--- src/rtl/bcd_down_timer_if.sv ---
// Host-side bundle for bcd_down_timer: load/enable controls in, count and status out.
// The master modport is the host; the slave modport is the timer itself.
interface bcd_down_timer_if #(
    parameter int DIGITS = 2
);
    logic                  en;
    logic                  load;
    logic [4*DIGITS-1:0]   load_val;
    logic [4*DIGITS-1:0]   q;
    logic                  zero;
    logic                  done;
    logic                  busy;

    modport master (
        output en, load, load_val,
        input  q, zero, done, busy
    );

    modport slave (
        input  en, load, load_val,
        output q, zero, done, busy
    );
endinterface

--- src/rtl/bcd_down_timer.sv ---
// Loadable, enable-gated multi-digit BCD down-timer with a one-cycle DONE pulse at expiry.
// Optional auto-reload on expiry is enabled by defining BCD_DOWN_TIMER_RELOAD_EN.
module bcd_down_timer #(
    parameter int DIGITS = 2
) (
    input  logic              clk,
    input  logic              reset_b,
    bcd_down_timer_if.slave   bus
);
    localparam int W = 4 * DIGITS;
    localparam logic [W-1:0] ONE = W'(1);

    typedef enum logic [1:0] {
        IDLE,
        RUN,
        EXPIRE
    } state_t;

    state_t         state;
    state_t         state_next;
    logic [W-1:0]   q_r;
    logic [W-1:0]   q_next;
    logic [W-1:0]   q_dec;
    logic [W-1:0]   load_clamped;
    logic           dec_borrow;
    logic           done_r;
    logic           done_next;
`ifdef BCD_DOWN_TIMER_RELOAD_EN
    logic [W-1:0]   reload_r;
    logic [W-1:0]   reload_next;
`endif

    // Out-of-range preset digits saturate at 9 so Q only ever holds valid BCD.
    always_comb begin
        load_clamped = '0;
        for (int i = 0; i < DIGITS; i++) begin
            load_clamped[4*i +: 4] = (bus.load_val[4*i +: 4] > 4'd9) ? 4'd9 : bus.load_val[4*i +: 4];
        end
    end

    // Borrow ripples upward through zero digits, each of which wraps to 9.
    always_comb begin
        q_dec      = q_r;
        dec_borrow = 1'b1;
        for (int i = 0; i < DIGITS; i++) begin
            if (dec_borrow) begin
                if (q_r[4*i +: 4] == 4'd0) begin
                    q_dec[4*i +: 4] = 4'd9;
                end else begin
                    q_dec[4*i +: 4] = q_r[4*i +: 4] - 4'd1;
                    dec_borrow      = 1'b0;
                end
            end
        end
    end

    always_comb begin
        state_next  = state;
        q_next      = q_r;
        done_next   = 1'b0;
`ifdef BCD_DOWN_TIMER_RELOAD_EN
        reload_next = reload_r;
`endif
        if (bus.load) begin
            q_next     = load_clamped;
            state_next = (load_clamped != '0) ? RUN : IDLE;
`ifdef BCD_DOWN_TIMER_RELOAD_EN
            reload_next = load_clamped;
`endif
        end else begin
            case (state)
                RUN: begin
                    if (bus.en) begin
                        if (q_r == ONE) begin
                            done_next = 1'b1;
`ifdef BCD_DOWN_TIMER_RELOAD_EN
                            q_next     = reload_r;
                            state_next = RUN;
`else
                            q_next     = '0;
                            state_next = EXPIRE;
`endif
                        end else begin
                            q_next = q_dec;
                        end
                    end
                end
                EXPIRE:  state_next = IDLE;
                default: state_next = state;
            endcase
        end
    end

    always_ff @(posedge clk or negedge reset_b) begin
        if (!reset_b) begin
            state    <= IDLE;
            q_r      <= '0;
            done_r   <= 1'b0;
`ifdef BCD_DOWN_TIMER_RELOAD_EN
            reload_r <= '0;
`endif
        end else begin
            state    <= state_next;
            q_r      <= q_next;
            done_r   <= done_next;
`ifdef BCD_DOWN_TIMER_RELOAD_EN
            reload_r <= reload_next;
`endif
        end
    end

    assign bus.q    = q_r;
    assign bus.zero = (q_r == '0);
    assign bus.done = done_r;
    assign bus.busy = (state == RUN);
endmodule

--- src/flat_wrapper.sv ---
// flat-port wrapper written by rule: the top's interface ports become plain ports
module bcd_down_timer_flat 
#(
    parameter int DIGITS = 2
)
  (clk, reset_b, bus_en, bus_load, bus_load_val, bus_q, bus_zero, bus_done, bus_busy);
  bcd_down_timer_if #(.DIGITS(DIGITS)) bus_i ();
  input  logic clk;
  input  logic reset_b;
  input wire logic [$bits(bus_i.en)-1:0] bus_en;
  input wire logic [$bits(bus_i.load)-1:0] bus_load;
  input wire logic [$bits(bus_i.load_val)-1:0] bus_load_val;
  output wire logic [$bits(bus_i.q)-1:0] bus_q;
  output wire logic [$bits(bus_i.zero)-1:0] bus_zero;
  output wire logic [$bits(bus_i.done)-1:0] bus_done;
  output wire logic [$bits(bus_i.busy)-1:0] bus_busy;
  assign bus_i.en = bus_en;
  assign bus_i.load = bus_load;
  assign bus_i.load_val = bus_load_val;
  assign bus_q = bus_i.q;
  assign bus_zero = bus_i.zero;
  assign bus_done = bus_i.done;
  assign bus_busy = bus_i.busy;
  bcd_down_timer #(.DIGITS(DIGITS)) u_core (.clk(clk), .reset_b(reset_b), .bus(bus_i));
endmodule
--- config.mk ---
export PLATFORM = sky130hd
export DESIGN_NAME = bcd_down_timer_flat
export DESIGN_NICKNAME = d
export VERILOG_FILES = /design/src/rtl/bcd_down_timer_if.sv /design/src/rtl/bcd_down_timer.sv /design/src/flat_wrapper.sv
export SDC_FILE = /design/constraint.sdc
export NUM_CORES = 1
export LEC_CHECK = 0
export CAP_MARGIN = 20
export CORE_UTILIZATION = 44
export CTS_BUF_LIST = sky130_fd_sc_hd__clkbuf_8 sky130_fd_sc_hd__clkbuf_16
export CTS_CLUSTER_SIZE = 8
export DETAILED_ROUTE_END_ITERATION = 10
export GPL_TIMING_DRIVEN = 0
export PLACE_DENSITY = 0.76
export SYNTH_ARGS = -nofsm -noshare
export SYNTH_HDL_FRONTEND = slang
export SYNTH_SLANG_ARGS = --single-unit
--- constraint.sdc ---
create_clock -name clk -period 2.1 [get_ports clk]
set_clock_uncertainty 0.05 [all_clocks]
set_input_delay 0.63 -clock clk [delete_from_list [all_inputs] [get_ports clk]]
set_output_delay 0.63 -clock clk [all_outputs]
set_load 0.005 [all_outputs]
[After elaboration in Yosys (flattened, before gate mapping)]
Cells that the tools add are included.
Storage, ports and cells
  register bits: 11
  input bits: 12
  output and inout port bits: 11
Cells by class
  $add $sub $neg: 2
  $lt $le $gt $ge: 2
  eq/ne operators: 5
  muxes and demuxes: 19
  reductions and logical operators: 11
Operator list (number)
  $mux 8: 4
  $mux 4: 5
  $eq 8x1->1 const B: 1
  $gt 4x4->1 const B: 2
  $logic_not 4->1: 2
  $logic_not 8->1: 1
  $reduce_bool 8->1: 1
  $sub 4x1->4 const B: 2
  $mux 1: 6
  $mux 2: 3
  $reduce_and 3->1: 2
  $reduce_bool 3->1: 2
  $pmux 2 s2: 1
  $reduce_bool 2->1: 2
  $ne 3x2->1 const B: 1
  $ne 3x3->1 const B: 1
  $eq 2x1->1 const B: 1
  $eq 2x2->1 const B: 1
  $reduce_and 2->1: 1

[Logic depth before layout (Yosys ltp)]
  depth after elaboration: 7
  gate-level depth with buffers: 6
  mapped depth without buffers: 6

[Worst setup path before layout]
OpenSTA, ideal clock, no wires.
  kind: flip-flop to output port
  start point: register u_core.q_r[4] (netlist: u_core.bus.q[4])
  end point: output bus_zero
  data arrival time: 1.166 ns
  data required time: 1.420 ns
  path slack: 0.254 ns
  stages on the path, launching flop included: 6
  path buffers: 0
  cells stage by stage: dfrtp_1 > inv_1 > ha_1 > nor3b_2 > nand2_1 > nor2_1
On the way
  longest elaborated chain between the ends: 1
RTL lines
  start, declared: RTL line bcd_down_timer.sv:21  | logic [W-1:0] q_r;
  start signal, assigned: RTL line bcd_down_timer.sv:104  | q_r <= q_next;
  $logic_not 8->1: RTL line bcd_down_timer.sv:113  | assign bus.zero = (q_r == '0);
  end, declared: RTL line flat_wrapper.sv:14  | output wire logic [$bits(bus_i.zero)-1:0] bus_zero;
Every way passes these cells.

[Worst setup path after layout]
  start point: register u_core.q_r[5] (netlist: u_core.bus.q[5])
  end point: output bus_zero
The elaborated chain is that of the path after synthesis.

==> metrics.txt <==
final hold slack between 0.5 and 0.6 ns; Seq pwr share 0.323; clock latency on the worst-skew pair ~0.25 ns; Worst-path clk slew around 0.060 ns; Primary FF master, synth dfrtp_1; Post-synth top cells dfrtp_1 (11), a21oi_1 (7), nor2_1 (7); Routability Congestion around 0.8; r2r startpoint u_core.bus.q[5]$_DFFE_PN0P_; global-route wire length before repair roughly 3400 microns; Post-Layout Cell Count about 130; status completed; reg-to-reg slack, setup ~0.20 ns; Placeable Area 1520 sq um; Synth cell types 42; number of global-route vias before repair 730; Syn Inst Count 79; Max-Cap Viols 0; H-tree levels 1; Antenna Violating Nets Remaining 0; yosys warns 0; nets around 120; syn avg cell area ~9.2 sq um; DP Wirelength between 1000 and 1500 microns; drt first pass iters 4; Clk network pwr share 0.244; Worst R2R Path Depth 7; setup slack after layout about 0.024 ns; peak supply drop 679 uV; Fin. Hold Viols 0; combinational power share 0.433; DR vias/cell roughly 5.8; post-DR wirelength/cell 15.6 microns; Seq/Total Area, Yosys 0.377; Pwr per Cell Area 863 nW/um^2; most instantiated library cell after synthesis dfrtp_1; RSZ-0062 raised after global routing true; largest net degree at the start of global routing 12; Antenna Cells 0; initial antenna violation count 0; CTS tree built; Post-Place Cells approximately 120; CTS Buf Count 3; CTS Hold Buffers Added 0; Netlist Area Pre-Place between 700 and 800 sq um; worst rel slew slack 0.640; Max Slew Vio Count 0; Root Buffer clkbuf_8; fin crit period slightly above 2 ns; Startpoint Class flip-flop; Max clock buf depth 2; final setup violating endpoints 0; die area between 1500 and 2000 sq um; CP Launch Point u_core.bus.q[5]$_DFFE_PN0P_; Synth area leaders dfrtp_1 (38%), a21oi_1 (4.8%), nor2_1 (3.6%), mux2i_1 (2.7%), inv_1 (2.6%); die width ~43 microns; top cell type's share of synthesized area 0.377; RR Endpoint u_core.bus.q[7]$_DFFE_PN0P_; GRT Util Overall 0.261; drt total wl 1960 microns; top-level I/O count 23; Worst-Margin Slew roughly 0.54 ns; switching share of power 0.340; overall power a little over 900 uW; Chip Height about 43 microns; port bufs 21; Data arrival, critical path around 1.4 ns; Syn-to-layout area delta 45.1%; Sw Pwr ~310 uW; dpl ws -0.415 ns; via count around 730; critical path endpoint bus_zero; Leak between 0.4 and 0.5 nW; Hold/Removal Path Class reg2reg; Critical Path End Type output pin; number of enable flip-flop cells after synthesis 0; DRC viols 0; Clock Sinks 11; Async S/R FF share, synth 1.00; required time worst endpoint between 1 and 1.5 ns; CP Max Fanout 4; share of cells above drive strength 1 0.229; syn_nets 92; #FFs+latches synth 11; Power Internal approximately 600 uW; CP Class reg2out; cell taking the most area after synthesis dfrtp_1; Detailed Route Iter0 Violations 38; standard-cell rows 14; Initial Util 0.479; period utilization 0.989; Overflow after GRT 0; FMAX between 0.4 and 0.5 GHz
-- worst min path at each step --
stage                                      startpoint                           to  slack, ns  cells after the start
after floorplan                               reset_b    u_core.bus.done$_DFF_PN0_       0.28                      0
final                     u_core.state[1]$_DFFE_PN0P_  u_core.state[1]$_DFFE_PN0P_       0.55                      2
after CTS                 u_core.state[0]$_DFFE_PN0P_  u_core.state[1]$_DFFE_PN0P_       0.53                      2
after global placement    u_core.state[0]$_DFFE_PN0P_  u_core.state[1]$_DFFE_PN0P_       0.51                      2
after detailed placement  u_core.state[0]$_DFFE_PN0P_  u_core.state[1]$_DFFE_PN0P_       0.53                      2
after global routing      u_core.state[0]$_DFFE_PN0P_  u_core.state[1]$_DFFE_PN0P_       0.58                      2
-- cell families (layout without fill, tap and decap cells) --
kind of cell    count (synthesis)  after routing  synth area share
xor+xnor                        2              2            0.0240
buf+inv                        10             40            0.0635
flops                          11             11             0.377
mux                             4              4            0.0583
fa+ha+maj                       1              1            0.0171
compound gates                 22             22             0.204
simple gates                   29             29             0.256
-- metal layers --
layer	wire [microns]	share of wire	global-route usage
met1	870	0.44	0.332
met3	141	0.072	0.0681
met2	884	0.45	0.376
met5	0	0	0
met4	60	0.031	0.194
-- worst max-delay path, stage by stage, from the launching register on --
cell and delay, ns:
dfrtp_1 0.40, inv_2 0.08, ha_4 0.14, nor3b_4 0.23, nand2_2 0.09, nor2_1 0.09
buf_2 0.11
-- per-stage QoR --
stage	util	instance area, sq um	TNS, ns
after global placement	0.630	960	-0.513
after global routing	0.695	1060	-0.0729
after detailed placement	0.630	960	-0.556
final	0.695	1060	0
after floorplan	-	729	0
after CTS	0.695	1060	0
-- final cells by class --
type                            count  area [sq um]
Timing Repair Buffer               26           243
Buffer                              3          20.0
Tap cell                           16          20.0
Sequential cell                    11           275
Clock inverter                      1          3.75
Clock buffer                        3          41.3
Multi-Input combinational cell     58           429
Fill cell                         132           465
Inverter                            7          26.3
-- sequential cells by signal, indices dropped and copies added, names as in the netlist --
signal and flops:
u_core.bus.done 1, u_core.bus.q 8, u_core.state 2
-- placed cells by master (no fill, tap or decap), types with 2 or more instances in the layout --
cell              n
a21oi_1           7
buf_2             2
buf_4             5
clkbuf_8          3
clkdlybuf4s50_1  20
dfrtp_1          11
inv_1             4
inv_2             4
mux2i_1           2
nand2_1           2
nand3b_1          2
nor2_1            7
nor2b_1           2
nor3_1            2
nor4_1            2
o21ai_1           3
o31a_1            2
-- power by group through the flow --
stage               Sequential [mW]  Combinational (mW)  Clock [mW]
floorplan                     0.291               0.167           0
finish                        0.295               0.395       0.223
global placement              0.290               0.297           0
CTS                           0.293               0.379       0.224
detailed placement            0.294               0.300           0
global route                  0.298               0.424       0.232
-- repair_timing --
| action | in CTS | in global routing |
|---|---|---|
| setup endpoints to repair | 1 | 1 |
| buffers inserted | 5 | 0 |
| hold endpoints to repair | 0 | 0 |
| gates resized for setup | 9 | 0 |
Note: power is estimated with default switching activity, not from simulation.
